File: src/rtl/coco_kbd_pkg.sv
// Shared types, matrix geometry and the set-2 scancode to CoCo 3 matrix map
// for the keyboard matrix block.
package coco_kbd_pkg;

  localparam int ROWS      = 7;
  localparam int COLS      = 8;
  localparam int SHIFT_ROW = 6;
  localparam int SHIFT_COL = 7;
  localparam int SHIFT_IDX = SHIFT_ROW * COLS + SHIFT_COL;

  typedef enum logic [1:0] {
    ST_IDLE,
    ST_LOOKUP,
    ST_APPLY
  } kbd_state_t;

  typedef struct packed {
    logic       press;
    logic       ext;
    logic [7:0] code;
  } kbd_event_t;

  typedef struct packed {
    logic       hit;
    logic [2:0] row;
    logic [2:0] col;
    logic       lsh;
    logic       rsh;
  } kbd_pos_t;

  // Positions are written in octal as row,col so each entry reads like the layout table.
  function automatic kbd_pos_t ps2_to_coco(input logic ext, input logic [7:0] code);
    kbd_pos_t   p;
    logic [5:0] rc;
    p     = '0;
    rc    = '0;
    p.hit = 1'b1;
    if (ext) begin
      case (code)
        8'h75:   rc = 6'o33;
        8'h72:   rc = 6'o34;
        8'h6B:   rc = 6'o35;
        8'h74:   rc = 6'o36;
        8'h5A:   rc = 6'o60;
        8'h6C:   rc = 6'o61;
        default: p.hit = 1'b0;
      endcase
    end else begin
      case (code)
        8'h54: rc = 6'o00;  8'h1C: rc = 6'o01;  8'h32: rc = 6'o02;  8'h21: rc = 6'o03;
        8'h23: rc = 6'o04;  8'h24: rc = 6'o05;  8'h2B: rc = 6'o06;  8'h34: rc = 6'o07;
        8'h33: rc = 6'o10;  8'h43: rc = 6'o11;  8'h3B: rc = 6'o12;  8'h42: rc = 6'o13;
        8'h4B: rc = 6'o14;  8'h3A: rc = 6'o15;  8'h31: rc = 6'o16;  8'h44: rc = 6'o17;
        8'h4D: rc = 6'o20;  8'h15: rc = 6'o21;  8'h2D: rc = 6'o22;  8'h1B: rc = 6'o23;
        8'h2C: rc = 6'o24;  8'h3C: rc = 6'o25;  8'h2A: rc = 6'o26;  8'h1D: rc = 6'o27;
        8'h22: rc = 6'o30;  8'h35: rc = 6'o31;  8'h1A: rc = 6'o32;  8'h66: rc = 6'o35;
        8'h29: rc = 6'o37;
        8'h45: rc = 6'o40;  8'h16: rc = 6'o41;  8'h1E: rc = 6'o42;  8'h26: rc = 6'o43;
        8'h25: rc = 6'o44;  8'h2E: rc = 6'o45;  8'h36: rc = 6'o46;  8'h3D: rc = 6'o47;
        8'h3E: rc = 6'o50;  8'h46: rc = 6'o51;  8'h52: rc = 6'o52;  8'h4C: rc = 6'o53;
        8'h41: rc = 6'o54;  8'h4E: rc = 6'o55;  8'h49: rc = 6'o56;  8'h4A: rc = 6'o57;
        8'h5A: rc = 6'o60;  8'h76: rc = 6'o62;  8'h11: rc = 6'o63;  8'h14: rc = 6'o64;
        8'h05: rc = 6'o65;  8'h06: rc = 6'o66;
        8'h12: begin rc = 6'o67; p.lsh = 1'b1; end
        8'h59: begin rc = 6'o67; p.rsh = 1'b1; end
        default: p.hit = 1'b0;
      endcase
    end
    p.row = rc[5:3];
    p.col = rc[2:0];
    return p;
  endfunction

endpackage

File: src/rtl/coco_keymatrix_toggle_sync.sv
// Synchronizes the hps_io event toggle and flags each change as a one-cycle pulse.
// Pulses stay masked after reset until the previous-value register has caught up.
module toggle_sync #(
  parameter int SYNC_STAGES = 2
) (
  input  logic clk_sys,
  input  logic reset,
  input  logic tog,
  output logic pulse
);

  localparam int AW = $clog2(SYNC_STAGES + 2);
  localparam logic [AW-1:0] ARM_DONE = AW'(SYNC_STAGES + 1);

  logic [SYNC_STAGES-1:0] sync_q;
  logic                   prev_q;
  logic [AW-1:0]          arm_q;

  always_ff @(posedge clk_sys or posedge reset) begin
    if (reset) begin
      sync_q <= '0;
      prev_q <= 1'b0;
      arm_q  <= '0;
    end else begin
      sync_q <= (sync_q << 1) | SYNC_STAGES'(tog);
      prev_q <= sync_q[SYNC_STAGES-1];
      if (arm_q != ARM_DONE) arm_q <= arm_q + 1'b1;
    end
  end

  assign pulse = (arm_q == ARM_DONE) && (sync_q[SYNC_STAGES-1] != prev_q);

endmodule

File: src/rtl/coco_keymatrix.sv
// Decoded PS/2 key events to CoCo 3 7x8 keyboard matrix with registered,
// active-low row returns for the PIA column strobes.
//
// state     | meaning
// ST_IDLE   | waiting for a pending event; moves it into the working register
// ST_LOOKUP | scancode mapped to matrix position
// ST_APPLY  | matrix and shift flags updated, key_valid raised on a change
module coco_keymatrix
  import coco_kbd_pkg::*;
#(
  parameter int SYNC_STAGES       = 2,
  parameter bit AUTOREPEAT_IGNORE = 1'b1
) (
  input  logic        clk_sys,
  input  logic        reset,
  input  logic [10:0] ps2_key,
  input  logic        clear_all,
  input  logic [7:0]  col_n,
  output logic [6:0]  row_n,
  output logic        key_valid,
  output logic [55:0] matrix
);

  kbd_state_t state_q, state_d;
  kbd_event_t pend_evt_q, evt_q;
  kbd_pos_t   pos_q;
  logic       pend_valid_q;
  logic       evt_pulse;
  logic       lsh_q, rsh_q, lsh_d, rsh_d;
  logic [55:0] mat_d;
  logic [5:0]  idx;
  logic        kv_d;

  toggle_sync #(.SYNC_STAGES(SYNC_STAGES)) u_sync (
    .clk_sys (clk_sys),
    .reset   (reset),
    .tog     (ps2_key[10]),
    .pulse   (evt_pulse)
  );

  always_ff @(posedge clk_sys or posedge reset) begin
    if (reset) state_q <= ST_IDLE;
    else       state_q <= state_d;
  end

  always_comb begin
    state_d = state_q;
    case (state_q)
      ST_IDLE:   if (pend_valid_q) state_d = ST_LOOKUP;
      ST_LOOKUP: state_d = ST_APPLY;
      ST_APPLY:  state_d = ST_IDLE;
      default:   state_d = ST_IDLE;
    endcase
    if (clear_all) state_d = ST_IDLE;
  end

  // Next matrix contents for the APPLY step; shift bit is always the OR of both flags.
  always_comb begin
    lsh_d = lsh_q;
    rsh_d = rsh_q;
    mat_d = matrix;
    idx   = {pos_q.row, pos_q.col};
    if (pos_q.hit) begin
      if (pos_q.lsh)      lsh_d = evt_q.press;
      else if (pos_q.rsh) rsh_d = evt_q.press;
      else                mat_d[idx] = evt_q.press;
      mat_d[SHIFT_IDX] = lsh_d | rsh_d;
    end
    kv_d = (mat_d != matrix) || (!AUTOREPEAT_IGNORE && pos_q.hit && evt_q.press);
  end

  always_ff @(posedge clk_sys or posedge reset) begin
    if (reset) begin
      pend_valid_q <= 1'b0;
      pend_evt_q   <= '0;
      evt_q        <= '0;
      pos_q        <= '0;
      lsh_q        <= 1'b0;
      rsh_q        <= 1'b0;
      matrix       <= '0;
      key_valid    <= 1'b0;
    end else if (clear_all) begin
      pend_valid_q <= 1'b0;
      lsh_q        <= 1'b0;
      rsh_q        <= 1'b0;
      matrix       <= '0;
      key_valid    <= 1'b0;
    end else begin
      key_valid <= 1'b0;
      // A fresh event overwrites anything still pending.
      if (evt_pulse) begin
        pend_valid_q <= 1'b1;
        pend_evt_q   <= ps2_key[9:0];
      end else if (state_q == ST_IDLE && pend_valid_q) begin
        pend_valid_q <= 1'b0;
      end
      if (state_q == ST_IDLE && pend_valid_q) evt_q <= pend_evt_q;
      if (state_q == ST_LOOKUP) pos_q <= ps2_to_coco(evt_q.ext, evt_q.code);
      if (state_q == ST_APPLY) begin
        matrix    <= mat_d;
        lsh_q     <= lsh_d;
        rsh_q     <= rsh_d;
        key_valid <= kv_d;
      end
    end
  end

  always_ff @(posedge clk_sys or posedge reset) begin
    if (reset) begin
      row_n <= '1;
    end else begin
      for (int r = 0; r < ROWS; r++)
        row_n[r] <= ~|(matrix[r*COLS +: COLS] & ~col_n);
    end
  end

endmodule
File: config.mk
export PLATFORM = sky130hd
export DESIGN_NAME = coco_keymatrix
export DESIGN_NICKNAME = d
export VERILOG_FILES = /design/src/rtl/coco_kbd_pkg.sv /design/src/rtl/coco_keymatrix_toggle_sync.sv /design/src/rtl/coco_keymatrix.sv
export SDC_FILE = /design/constraint.sdc
export NUM_CORES = 1
export LEC_CHECK = 0
export CAP_MARGIN = 20
export CORE_ASPECT_RATIO = 0.7
export CORE_MARGIN = 1
export CORE_UTILIZATION = 40
export CTS_CLUSTER_DIAMETER = 80
export CTS_CLUSTER_SIZE = 28
export DETAILED_ROUTE_END_ITERATION = 16
export HOLD_SLACK_MARGIN = 0.06
export PLACE_DENSITY_LB_ADDON = 0.2
export RECOVER_POWER = 50
export SYNTH_ARGS = -nofsm -noshare
export SYNTH_HDL_FRONTEND = slang
export SYNTH_SLANG_ARGS = --single-unit
File: constraint.sdc
create_clock -name clk_sys -period 4 [get_ports clk_sys]
set_input_delay 0.8 -clock clk_sys [delete_from_list [all_inputs] [get_ports clk_sys]]
set_output_delay 0.8 -clock clk_sys [all_outputs]
set_load 0.005 [all_outputs]
Word-level counts from Yosys, hierarchy flattened
Index checks and enable logic that the tools add are counted.
Cells by class
  mux-type cells: 36
  reduce and logical (&&, ||, !) cells: 28
  equal/unequal tests: 65
  add/subtract/negate cells: 1
  bitwise operators: 11
  $lt $le $gt $ge: 2
Operators with widths (number)
  $pmux 6 s51: 1
  $eq 8x6->1 const B: 23
  $eq 8x7->1 const B: 23
  $mux 56: 3
  $mux 55: 2
  $eq 8x5->1 const B: 10
  $and 8x8->8: 7
  $bwmux 56: 1
  $ne 56x56->1: 1
  $reduce_or 8->1: 7
  $reduce_or 53->1: 1
  $pmux 6 s6: 1
  $mux 1: 22
  $eq 8x3->1 const B: 2
  $not 8->8: 1
  $reduce_and 2->1: 4
  $logic_not 1->1: 7
  $lt 6x7->1 const B: 1
  $demux 1 s6: 1
  $ge 6x1->1 const B: 1
  $mux 2: 3
  $mux 6: 1
  $reduce_or 6->1: 1
  $eq 2x2->1 const B: 2
  other kinds (14): 17
Storage, ports and cells
  register bits after elaboration: 103
  logic and storage cells: 164

Longest topological paths before layout
Gate-level depths: netlist of run 1.
  word-level depth: 11
  gate-level depth with buffers: 10
  gate-level depth less buffers: 7

Cells and area by module
From an unflattened synthesis of run 1, not the netlist that was laid out.
Second synthesis, totals
  cell total of the unflattened synthesis: 875
  area total of the unflattened synthesis: 7138.1 µm²
By module, submodules not included
  coco_keymatrix: cells an instance 864, sequential area each 2461.1 µm², area an instance 6956.7 µm², times used 1
  toggle_sync: cells an instance 11, sequential area each 125.1 µm², area an instance 181.4 µm², times used 1

Least setup slack after synthesis of run 1
Ideal clock, no wire load.
  path type: input port to flip-flop
  start: in clear_all
  end: reg evt_q[3] (netlist name)
  path buffers: 2
  setup slack: 1875 ps
  cell stages on the path: 5
  data required time: 3864 ps
  data arrival time: 1989 ps
  cells stage by stage: clkbuf_1 -> nand2b_1 -> nor3_1 -> clkbuf_1 -> o21ai_0
On the way
  word-level cells in the longest chain between the ends: 2
RTL lines
  from (decl): line coco_keymatrix.sv:17  | input logic clear_all,
  $not 1->1 (no line)
  $reduce_and 2->1 (no line)
  to (signal assigned): line coco_keymatrix.sv:97  | if (state_q == ST_IDLE && pend_valid_q) evt_q <= pend_evt_q;
  to (decl): line coco_keymatrix.sv:25  | kbd_event_t pend_evt_q, evt_q;
Every way passes these cells.
A chain may end at the register's enable or synchronous reset.

==> summary.txt, run 1 <==
DRT
----------------------------------------------------------------------------------------------------
Routed WL                                                                                   31100 um
Number of vias after detailed routing                                                           7723
Average wire length per cell after detail routing                                            26.8 um
Residual DRC count                                                                                 0
Post-route antenna net violation count                                                             0
Number of DRC violations after detailed-routing iteration 0                                     1175
Routed vias/inst                                                                                6.63
First-pass iteration count of the detailed router                                                  6

CELLS AND AREA
----------------------------------------------------------------------------------------------------
Final core utilization                                                                         0.502
Layout Cells excl Fill                                                                          1164
Cell area after layout                                                                     8360 um^2
Ant diodes                                                                                         0
Number of nets in the layout                                                                     957
Share of final-layout standard cells stronger than drive strength 1                           0.0873
Synth-to-layout area growth                                                                    20.4%

CLOCK TREE
----------------------------------------------------------------------------------------------------
Number of buffers inserted during clock tree synthesis                                             9
Insertion delay of the later-clocked pin in the worst-skew pair                              0.37 ns
Sink count of the clock tree                                                                     103
# H-tree levels                                                                                    3
Number of cells upsized or downsized after cts                                                     0
Clock tree root buffer cell                                                             sky130_fd_sc_hd__clkbuf_16
Clock tree from TritonCTS                                                                      built
Clock-pin slew reported for the worst setup and hold paths after clock tree synthesis        0.08 ns
Hold-fix buffer count after cts                                                                    0
Number of buffers inserted to repair setup after CTS                                               0
Longest Clk Path Bufs                                                                              2

HOLD PATH
----------------------------------------------------------------------------------------------------
Hold path startpoint                                                                    u_sync.sync_q[0]
Class of the most critical hold timing path                                                  reg2reg

CRITICAL PATH
----------------------------------------------------------------------------------------------------
Startpoint of the most critical setup path                                                     reset
Category of the most critical setup path                                                    in2async
Critical path cell sequence                                                             dlygate4sd3_1, inv_1
Critical path capture point type                                                           async pin
Bufs and invs on worst path                                                                        2
Arr. time, crit path                                                                         3.00 ns
Cell class contributing the biggest share of worst-path delay                           buffers and inverters
Slowest cell delay on critical path                                                          1.63 ns
Worst-path maximum fanout                                                                         58
Master of the slowest instance on the critical path                                     sky130_fd_sc_hd__inv_1
CP Launch Type                                                                             input pin
Source of the worst register-to-register timing path                                          idx[4]
CP Data Required Time                                                                        4.01 ns

GLOBAL ROUTE
----------------------------------------------------------------------------------------------------
Vias in the first global route                                                                  7235
Leftover overflow at the end of global routing                                                     0
Largest net degree at the start of global routing                                                 60
Total routing usage reported by global routing                                                 0.357
First-pass GRT wire length                                                                  47500 um
Number of antenna violations at the first check in global routing                                  0

TIMING
----------------------------------------------------------------------------------------------------
Aggregate negative setup slack                                                                  0 ns
Final hold violation count                                                                         0
Actual slew at the worst max-slew pin                                                        2.30 ns
Minimum period implied by the final worst setup slack                                        2.99 ns
Final slew viol count                                                                             58
Achievable Freq                                                                              335 MHz
Worst relative slew slack                                                                     -0.538
# setup viols final                                                                                0
Period Utilization, post-route                                                                 0.747
Hold_ws                                                                                     0.375 ns
Unrepaired setup endpoints after global routing                                                   no
Clock Skew                                                                                 0.0159 ns

FLOORPLAN
----------------------------------------------------------------------------------------------------
Row count                                                                                         39
Boundary pin count                                                                                86
Initial core utilization                                                                       0.417
Vertical die dimension                                                                        112 um
Core footprint                                                                            16600 um^2
Die Span X                                                                                    159 um
Area enclosed by the die boundary                                                         17900 um^2

SYNTHESIS
----------------------------------------------------------------------------------------------------
Yosys warning total                                                                                0
Main flop type after synthesis                                                          sky130_fd_sc_hd__dfrtp_1
Async SR Flop Fraction                                                                          1.00
Net count of the mapped netlist                                                                  895
Distinct cell type count after synthesis                                                          69
Number of enable-type register cells in the synthesized netlist                                    0
Post-Syn Instances                                                                               872
FF+latch count, synth                                                                            103
Syn_area_per_cell                                                                          7.96 um^2
Proportion of synthesized chip area in sequential cells                                        0.373
Post-synthesis instance area                                                               6940 um^2

PLACE
----------------------------------------------------------------------------------------------------
Placed Cells                                                                                    1147
Placed Instance Area                                                                       8050 um^2
DPL Wire Length                                                                             22400 um
Final GP Congestion                                                                             1.06
Total of buffers placed on input and output ports                                                 85

POWER
----------------------------------------------------------------------------------------------------
Peak supply drop                                                                          0.000257 V
Power density normalized to cell area                                                    506 nW/um^2
Pleak                                                                                        2.90 nW

FLOW RUN
----------------------------------------------------------------------------------------------------
Max-capacitance violation count                                                                    1

OUTCOME
----------------------------------------------------------------------------------------------------
Violated checks                                                                         capacitance limit, slew limit
Run status                                                                              finished, violations left

## layout by cell type, fill, tap and decap left out, types with 7 or more instances in the layout
| cell | n |
|---|---|
| sky130_fd_sc_hd__a21oi_1 | 84 |
| sky130_fd_sc_hd__a22oi_1 | 8 |
| sky130_fd_sc_hd__a31oi_1 | 11 |
| sky130_fd_sc_hd__buf_4 | 27 |
| sky130_fd_sc_hd__clkbuf_16 | 9 |
| sky130_fd_sc_hd__clkdlybuf4s50_1 | 78 |
| sky130_fd_sc_hd__dfrtp_1 | 95 |
| sky130_fd_sc_hd__dfstp_2 | 7 |
| sky130_fd_sc_hd__inv_1 | 67 |
| sky130_fd_sc_hd__mux2_2 | 20 |
| sky130_fd_sc_hd__mux2i_1 | 7 |
| sky130_fd_sc_hd__nand2_1 | 46 |
| sky130_fd_sc_hd__nand2b_1 | 20 |
| sky130_fd_sc_hd__nand3_1 | 89 |
| sky130_fd_sc_hd__nand4_1 | 11 |
| sky130_fd_sc_hd__nor2_1 | 41 |
| sky130_fd_sc_hd__nor2b_1 | 12 |
| sky130_fd_sc_hd__nor3_1 | 21 |
| sky130_fd_sc_hd__nor3b_1 | 7 |
| sky130_fd_sc_hd__nor4_1 | 14 |
| sky130_fd_sc_hd__o21ai_0 | 85 |
| sky130_fd_sc_hd__o22ai_1 | 44 |
| sky130_fd_sc_hd__o31ai_1 | 9 |
| sky130_fd_sc_hd__o32ai_1 | 12 |
| sky130_fd_sc_hd__or3_1 | 7 |
| sky130_fd_sc_hd__xnor2_1 | 9 |
## routing by layer
layer	share of wire	global-route usage
met5	0	0
met4	0.021	0.0987
met3	0.14	0.115
met2	0.36	0.442
met1	0.47	0.567
## Yosys cell counts, types with 20 or more instances
library cell               number  area [um^2]
sky130_fd_sc_hd__buf_2         21          105
sky130_fd_sc_hd__nand2_1       46          173
sky130_fd_sc_hd__o22ai_1       44          275
sky130_fd_sc_hd__a21oi_1       84          420
sky130_fd_sc_hd__mux2_2        20          225
sky130_fd_sc_hd__clkbuf_1      35          131
sky130_fd_sc_hd__nor2_1        41          154
sky130_fd_sc_hd__dfrtp_1       96         2400
sky130_fd_sc_hd__nand3_1       89          445
sky130_fd_sc_hd__inv_1         67          251
sky130_fd_sc_hd__o21ai_0       85          425
sky130_fd_sc_hd__nor3_1        21          105
sky130_fd_sc_hd__nand2b_1      20          125
## worst paths after layout
path | endpoint | slack [ns] | cells past startpoint
worst min-delay path | u_sync.sync_q[1] | 0.37 | 0
max in group clk_sys | key_valid | 1.04 | 7
worst max-delay path | matrix[47] | 1.01 | 2
worst min register to register | u_sync.sync_q[1] | 0.37 | 0
worst max register to register | key_valid | 1.04 | 7
min in group asynchronous | matrix[10] | 1.67 | 2
## cell families after synthesis
family	share of synthesized area
adders and majority gates	0.00180
DFF	0.373
buffers and inverters	0.0764
xor gates and xnor gates	0.0126
muxes	0.0425
AOI/OAI and AO/OA	0.266
and+or+nand+nor	0.228
## area by class of cell
type	instances	area [um^2]
repair buffers	116	1090
multi-input cells	636	3830
well taps	225	282
flip-flops and latches	103	2590
inverters	68	255
fillers	1641	8280
clock buffers	9	225
clock inverters	7	93.8
## power by group
group / switching (W) / internal (W)
combinational: 0.00120 / 0.000598
sequential: 0.000359 / 0.00113
clock: 0.000481 / 0.000454
total: 0.00204 / 0.00218
## registers in the layout, indices dropped and copies added (netlist names)
name,cells
evt_q,10
idx,6
key_valid,1
lsh_q,1
matrix,56
pend_evt_q,10
pend_valid_q,1
pos_q,3
row_n,7
rsh_q,1
state_q,2
u_sync.arm_q,2
u_sync.prev_q,1
u_sync.sync_q,2
## stage by stage
stage,worst slack [ns],total power (W)
after floorplan,0.508,0.00261
after global placement,1.16,0.00327
after detailed placement,1.16,0.00321
after CTS,1.17,0.00415
after global routing,0.529,0.00443
final,1.01,0.00423
No activity file was read; power rests on OpenSTA's default activity.
==> run 2, diff against run 1 <==
==> constraint.sdc (replaced) <==
create_clock -name clk_sys -period 2.75 [get_ports clk_sys]
set_input_delay 0.55 -clock clk_sys [delete_from_list [all_inputs] [get_ports clk_sys]]
set_output_delay 0.55 -clock clk_sys [all_outputs]
set_load 0.005 [all_outputs]
==> run 2 against run 1 <==
  * The run now ends clean
  * Core utilization grew 3.0 points
  * Non-clock buffer count up 63
  * First-iteration DRC count up 0.94%
  * Final cell count grew 5.4%
  * Sequential power rose by 34%
  * Sequential share of layout area is 1.7 points lower
  * Count of clock-buffer cells in the layout did not move
  * Clock skew grew 0.0029 ns
  * Clock power rose by 48%
  * Register-to-register slack lost 0.94 ns
  * Largest power group unchanged
==> summary.txt, run 2 (synthesis gave the netlist of run 1 again) <==
DRT
----------------------------------------------------------------------------------------------------
Number of DRC violations after detailed-routing iteration 0                                     1186   +0.94%
Routed WL                                                                                   33000 um   +6.1%
First-pass iteration count of the detailed router                                                  6   unchanged
Average wire length per cell after detail routing                                            26.9 um   +0.63%
Post-route antenna net violation count                                                             0   unchanged
Residual DRC count                                                                                 0   unchanged
Routed vias/inst                                                                                6.56   -1.1%
Number of vias after detailed routing                                                           8054   +4.3%

CELLS AND AREA
----------------------------------------------------------------------------------------------------
Register bank with the most flops                                                             matrix
Fill count                                                                                      1602   -2.4%
Synth-to-layout area growth                                                                    27.5%
Max FFs per register                                                                              56   unchanged
Most common cell after layout, fill and taps aside                                      sky130_fd_sc_hd__dfrtp_1
Most frequent cells in the layout                                                       95 x sky130_fd_sc_hd__dfrtp_1, 89 x sky130_fd_sc_hd__nand3_1, 86 x sky130_fd_sc_hd__buf_4, 85 x sky130_fd_sc_hd__o21ai_0, 84 x sky130_fd_sc_hd__a21oi_1
Ant diodes                                                                                         0   unchanged
Area of the multi-input gates                                                              3820 um^2   -0.16%
Largest registers ranked by flip-flop count                                             matrix: 56 flops, evt_q: 10 flops, pend_evt_q: 10 flops
Cell area after layout                                                                     8850 um^2   +5.9%
Sequential standard cell area                                                              2590 um^2   unchanged
Number of nets in the layout                                                                    1020   +6.6%
Share of final-layout standard cells stronger than drive strength 1                            0.143   +0.0554

CLOCK TREE
----------------------------------------------------------------------------------------------------
Sink count of the clock tree                                                                     103   unchanged
Clock-pin slew reported for the worst setup and hold paths after clock tree synthesis        0.09 ns   about the same
Longest Clk Path Bufs                                                                              2   unchanged
# H-tree levels                                                                                    3   unchanged
Number of cells upsized or downsized after cts                                                     0   unchanged
Number of buffers inserted during clock tree synthesis                                             9   unchanged
Clock tree root buffer cell                                                             sky130_fd_sc_hd__clkbuf_16
Clock tree from TritonCTS                                                                      built
Insertion delay of the later-clocked pin in the worst-skew pair                              0.37 ns   about the same
Number of buffers inserted to repair setup after CTS                                               0   unchanged
Hold-fix buffer count after cts                                                                    0   unchanged

TIMING
----------------------------------------------------------------------------------------------------
Worst relative slew slack                                                                      0.132   +0.670
Final WS setup                                                                              0.103 ns   -0.908 ns
# setup viols final                                                                                0   unchanged
Actual slew at the worst max-slew pin                                                        1.30 ns   -1.01 ns
Final hold violation count                                                                         0   unchanged
Period Utilization, post-route                                                                 0.962
Unrepaired setup endpoints after global routing                                                   no
Clock Skew                                                                                 0.0189 ns   +0.00293 ns
Final slew viol count                                                                              0   -100%
Aggregate negative setup slack                                                                  0 ns   unchanged
Hold_ws                                                                                     0.356 ns   -0.0184 ns
Achievable Freq                                                                              378 MHz
Minimum period implied by the final worst setup slack                                        2.65 ns

CRITICAL PATH
----------------------------------------------------------------------------------------------------
Internal reg-to-reg setup slack                                                              0.10 ns   -0.94 ns
Category of the most critical setup path                                                     reg2reg
Arr. time, crit path                                                                         2.87 ns   -0.13 ns
CP Launch Type                                                                             flip-flop
CP Data Required Time                                                                        2.97 ns   -1.04 ns
Worst-path maximum fanout                                                                         10   -83%
Critical path capture point type                                                           flip-flop

PLACE
----------------------------------------------------------------------------------------------------
Final GP Congestion                                                                             1.06   +0.68%
DPL Wire Length                                                                             24900 um   +11%
Total of buffers placed on input and output ports                                                 85   unchanged
Placed Instance Area                                                                       8560 um^2   +6.4%
Place WS                                                                                    0.192 ns   -0.972 ns

POWER
----------------------------------------------------------------------------------------------------
Power density normalized to cell area                                                    758 nW/um^2   +50%
Peak supply drop                                                                          0.000405 V   +58%
Pleak                                                                                        3.20 nW   +10%
Overall power                                                                              0.00671 W   +59%

FLOW RUN
----------------------------------------------------------------------------------------------------
Max-capacitance violation count                                                                    0   -1

GLOBAL ROUTE
----------------------------------------------------------------------------------------------------
First-pass GRT wire length                                                                  49100 um   +3.4%
Leftover overflow at the end of global routing                                                     0   unchanged
Number of antenna violations at the first check in global routing                                  0   unchanged
Total routing usage reported by global routing                                                 0.373   +0.0161
Largest net degree at the start of global routing                                                 60   unchanged
Vias in the first global route                                                                  7449   +3.0%

FLOORPLAN
----------------------------------------------------------------------------------------------------
Core footprint                                                                            16600 um^2   unchanged
Initial core utilization                                                                       0.417   unchanged
Area enclosed by the die boundary                                                         17900 um^2   unchanged
Boundary pin count                                                                                86   unchanged
Vertical die dimension                                                                        112 um   unchanged
Die Span X                                                                                    159 um   unchanged
Row count                                                                                         39   unchanged

OUTCOME
----------------------------------------------------------------------------------------------------
Run status                                                                                 completed

HOLD PATH
----------------------------------------------------------------------------------------------------
Class of the most critical hold timing path                                                  reg2reg

-- run 2: cell count changes in the layout (fill, tap and decap cells not counted), moves of 2 or more --
| cell | delta |
|---|---|
| sky130_fd_sc_hd__buf_4 | +59 |
| sky130_fd_sc_hd__clkbuf_1 | +2 |
| sky130_fd_sc_hd__buf_12 | +3 |
| sky130_fd_sc_hd__clkdlybuf4s50_1 | +3 |
| sky130_fd_sc_hd__dlygate4sd3_1 | -3 |
-- run 2: per-layer routing --
layer | wire length [um] | global-route usage
met1 | 15200 | 0.584
met4 | 618 | 0.0897
met3 | 4930 | 0.134
met2 | 12200 | 0.467
met5 | 0 | 0
-- run 2: metrics by stage --
step                instances   util
floorplan                 872      -
CTS                      1227  0.533
global route             1227  0.532
global placement         1211  0.514
finish                   1227  0.532
detailed placement       1211  0.514
-- run 2: final timing paths --
kind / end / from / depth (start not counted)
hold reg to reg: u_sync.sync_q[1] / u_sync.sync_q[0] / 0
hold / removal: u_sync.sync_q[1] / u_sync.sync_q[0] / 0
setup / recovery: key_valid / idx[1] / 7
min in group asynchronous: pend_evt_q[9] / reset / 2
max in group asynchronous: row_n[4] / reset / 3
setup reg to reg: key_valid / idx[1] / 7
-- run 2: area by class of cell --
cell class,count,area share
Clock inverter,7,0.0103
Tap cell,225,0.0318
Timing Repair Buffer,179,0.179
Multi-Input combinational cell,636,0.432
Clock buffer,9,0.0254
Sequential cell,103,0.292
Inverter,68,0.0290
-- run 2: where the power goes --
part	internal, W	switching [W]	total, W
Clock	0.000662	0.000713	0.00138
Combinational	0.00122	0.00212	0.00333
Sequential	0.00165	0.000350	0.00200
-- run 2: worst max-delay path, cell delays in order (launching register included) --
cell	delay [ns]
sky130_fd_sc_hd__dfrtp_1	0.51
sky130_fd_sc_hd__nor2b_1	0.23
sky130_fd_sc_hd__and2_1	0.37
sky130_fd_sc_hd__nand4_1	0.19
sky130_fd_sc_hd__nand4_1	0.17
sky130_fd_sc_hd__or4_1	0.63
sky130_fd_sc_hd__nor4_1	0.29
sky130_fd_sc_hd__a311oi_1	0.13
==> run 3, diff against run 2 <==
--- a/config.mk
+++ b/config.mk
@@ -9,6 +9,7 @@
 export CORE_ASPECT_RATIO = 0.7
 export CORE_MARGIN = 1
 export CORE_UTILIZATION = 40
+export CTS_BUF_LIST = sky130_fd_sc_hd__clkbuf_2 sky130_fd_sc_hd__clkbuf_4 sky130_fd_sc_hd__clkbuf_8
 export CTS_CLUSTER_DIAMETER = 80
 export CTS_CLUSTER_SIZE = 28
 export DETAILED_ROUTE_END_ITERATION = 16
==> constraint.sdc (replaced) <==
create_clock -name clk_sys -period 3 [get_ports clk_sys]
set_input_delay 0.3 -clock clk_sys [delete_from_list [all_inputs] [get_ports clk_sys]]
set_output_delay 0.3 -clock clk_sys [all_outputs]
set_load 0.005 [all_outputs]
==> run 3 against run 2 <==
  * Setup slack improved by 0.086 ns
  * Non-clock buffer count fell by 16
  * Combinational power fell by 13%
  * Fmax fell by 5.8%
  * Via count fell by 0.31%
  * Die area did not move
  * Wire length fell by 3.2%
  * Worst hold slack got worse by 0.070 ns
  * Critical endpoint unchanged
  * Largest cell class unchanged
==> summary.txt, run 3 (synthesis gave the netlist of run 1 again) <==
CLOCK TREE
----------------------------------------------------------------------------------------------------
Clock-pin slew reported for the worst setup and hold paths after clock tree synthesis        0.11 ns   +0.02 ns
Clock tree from TritonCTS                                                                      built
# H-tree levels                                                                                    3   unchanged
Insertion delay of the later-clocked pin in the worst-skew pair                              0.39 ns   +0.02 ns
Number of buffers inserted to repair setup after CTS                                               0   unchanged
Clock tree root buffer cell                                                             sky130_fd_sc_hd__clkbuf_8
Number of cells upsized or downsized after cts                                                     0   unchanged
Hold-fix buffer count after cts                                                                    0   unchanged
Longest Clk Path Bufs                                                                              2   unchanged
Number of buffers inserted during clock tree synthesis                                             9   unchanged
Sink count of the clock tree                                                                     103   unchanged

TIMING
----------------------------------------------------------------------------------------------------
Achievable Freq                                                                              356 MHz   -5.8%
Aggregate negative setup slack                                                                  0 ns   unchanged
Final hold violation count                                                                         0   unchanged
Actual slew at the worst max-slew pin                                                        1.22 ns   -0.0723 ns
Final slew viol count                                                                              0   unchanged
Unrepaired setup endpoints after global routing                                                   no
Clock Skew                                                                                 0.0220 ns   +0.00316 ns
Worst relative slew slack                                                                      0.185   +0.0530
Minimum period implied by the final worst setup slack                                        2.81 ns   +0.164 ns
# setup viols final                                                                                0   unchanged
Final WS setup                                                                              0.190 ns   +0.0865 ns
Period Utilization, post-route                                                                 0.937   -0.0257

POWER
----------------------------------------------------------------------------------------------------
Reg power frac                                                                                 0.332   +0.034
Power density normalized to cell area                                                    661 nW/um^2   -13%
Internal power                                                                             0.00286 W   -19%
Fraction of power consumed by the clock network                                                0.156   -0.049
Peak supply drop                                                                          0.000308 V   -24%
Net Switching                                                                              0.00280 W   -12%
Logic gate share of total power                                                                0.512   +0.015
Switching part of the total power                                                              0.495   +0.0208
Pleak                                                                                        3.06 nW   -4.4%
Overall power                                                                              0.00566 W   -16%

GLOBAL ROUTE
----------------------------------------------------------------------------------------------------
Vias in the first global route                                                                  7213   -3.2%
Number of antenna violations at the first check in global routing                                  1   +1
Total routing usage reported by global routing                                                 0.361   -0.0119
Largest net degree at the start of global routing                                                 60   unchanged
First-pass GRT wire length                                                                  47900 um   -2.4%
Leftover overflow at the end of global routing                                                     0   unchanged

CELLS AND AREA
----------------------------------------------------------------------------------------------------
Share of final-layout standard cells stronger than drive strength 1                            0.131   -0.0119
Layout Cells excl Fill                                                                          1212   -1.2%
Register bank with the most flops                                                             matrix
Most common cell after layout, fill and taps aside                                      sky130_fd_sc_hd__dfrtp_1
Number of nets in the layout                                                                    1004   -1.6%
Most frequent cells in the layout                                                       96 x sky130_fd_sc_hd__dfrtp_1, 89 x sky130_fd_sc_hd__nand3_1, 85 x sky130_fd_sc_hd__o21ai_0, 84 x sky130_fd_sc_hd__a21oi_1, 81 x sky130_fd_sc_hd__clkdlybuf4s50_1
Synth-to-layout area growth                                                                    23.4%
Largest registers ranked by flip-flop count                                             matrix: 56 flops, evt_q: 10 flops, pend_evt_q: 10 flops
Max FFs per register                                                                              56   unchanged
Fill count                                                                                      1630   +1.7%
Cell area after layout                                                                     8570 um^2   -3.2%

CRITICAL PATH
----------------------------------------------------------------------------------------------------
Startpoint of the most critical setup path                                                  evt_q[9]
CP Launch Type                                                                             flip-flop
Worst r2r path cells                                                                               8   +1
CP Data Required Time                                                                        3.24 ns   +0.27 ns
Arr. time, crit path                                                                         3.05 ns   +0.18 ns
Source of the worst register-to-register timing path                                        evt_q[9]
Critical path capture point type                                                           flip-flop
Worst-path maximum fanout                                                                         20   +10
Category of the most critical setup path                                                     reg2reg

OUTCOME
----------------------------------------------------------------------------------------------------
Run status                                                                                 completed

PLACE
----------------------------------------------------------------------------------------------------
Total of buffers placed on input and output ports                                                 85   unchanged
Placed Instance Area                                                                       8410 um^2   -1.8%
Place WS                                                                                    0.358 ns   +0.167 ns
DPL Wire Length                                                                             24000 um   -3.7%
Final GP Congestion                                                                             1.03   -3.1%
Placed Cells                                                                                    1195   -1.3%

FLOORPLAN
----------------------------------------------------------------------------------------------------
Initial core utilization                                                                       0.417   unchanged
Core footprint                                                                            16600 um^2   unchanged
Vertical die dimension                                                                        112 um   unchanged
Row count                                                                                         39   unchanged
Boundary pin count                                                                                86   unchanged
Area enclosed by the die boundary                                                         17900 um^2   unchanged
Die Span X                                                                                    159 um   unchanged

DRT
----------------------------------------------------------------------------------------------------
Routed vias/inst                                                                                6.62   +0.92%
First-pass iteration count of the detailed router                                                  6   unchanged
Number of DRC violations after detailed-routing iteration 0                                     1289   +8.7%
Average wire length per cell after detail routing                                            26.4 um   -2.0%
Post-route antenna net violation count                                                             0   unchanged
Routed WL                                                                                   32000 um   -3.2%
Number of vias after detailed routing                                                           8029   -0.31%
Residual DRC count                                                                                 0   unchanged

HOLD PATH
----------------------------------------------------------------------------------------------------
Hold Crit Depth                                                                                    3   +3
Class of the most critical hold timing path                                                   in2reg
Hold path startpoint                                                                       clear_all

FLOW RUN
----------------------------------------------------------------------------------------------------
Max-capacitance violation count                                                                    0   unchanged

[run 3: changes by cell type in the layout (fill, tap and decap cells not counted), moves of 2 or more]
cell	previous run	this run
sky130_fd_sc_hd__buf_12	4	0
sky130_fd_sc_hd__inv_8	0	2
sky130_fd_sc_hd__clkinv_4	0	2
sky130_fd_sc_hd__clkbuf_16	9	0
sky130_fd_sc_hd__inv_6	3	1
sky130_fd_sc_hd__buf_4	86	73
sky130_fd_sc_hd__clkbuf_8	0	9
sky130_fd_sc_hd__clkinv_8	3	1
sky130_fd_sc_hd__clkbuf_2	0	2
sky130_fd_sc_hd__clkbuf_1	5	3
[run 3: final timing paths]
kind / to / slack, ns
max: key_valid / 0.19
min: pend_valid_q / 0.29
max reg2reg: key_valid / 0.19
min reg2reg: u_sync.sync_q[1] / 0.37
max in group asynchronous: matrix[35] / 0.72
min in group asynchronous: pend_evt_q[3] / 0.57
[run 3: metrics by stage]
step                       util  hold WS [ns]
after detailed placement  0.505         0.343
final                     0.515         0.286
after global placement    0.505         0.357
after CTS                 0.517         0.218
after global routing      0.515         0.306
after floorplan               -         0.331
[run 3: worst max-delay path: stages, from the launching register on]
cell                       delay (ns)
sky130_fd_sc_hd__dfrtp_1         0.85
sky130_fd_sc_hd__inv_1           0.36
sky130_fd_sc_hd__buf_4           0.28
sky130_fd_sc_hd__a31oi_1         0.17
sky130_fd_sc_hd__o32ai_1         0.11
sky130_fd_sc_hd__a22oi_1         0.29
sky130_fd_sc_hd__o211ai_1        0.16
sky130_fd_sc_hd__nor4_1          0.26
sky130_fd_sc_hd__a311oi_1        0.17
[run 3: power groups by stage]
stage	Combinational, W	Clock, W	Sequential, W
finish	0.00290	0.000886	0.00188
global route	0.00305	0.000946	0.00190
CTS	0.00277	0.000908	0.00186
detailed placement	0.00276	0	0.00188
global placement	0.00284	0	0.00188
floorplan	0.00184	0	0.00164
[run 3: area by class of cell]
type / instances / area (um^2) / share of cell area
Multi-Input combinational cell: 636 / 3830 / 0.447
Sequential cell: 103 / 2590 / 0.302
Timing Repair Buffer: 163 / 1420 / 0.165
Tap cell: 225 / 282 / 0.0329
Inverter: 68 / 256 / 0.0299
Clock buffer: 9 / 124 / 0.0145
Clock inverter: 7 / 72.6 / 0.00847
Antenna cell: 1 / 2.50 / 0.000292
[run 3: layer usage]
metal  global-route usage  share of wire  vias to the layer above
met5                    0              0                        -
met4               0.0712          0.014                        0
met3                0.114           0.15                       46
met2                0.434           0.37                      614
met1                0.597           0.47                     3904
li1                     -              -                     3465
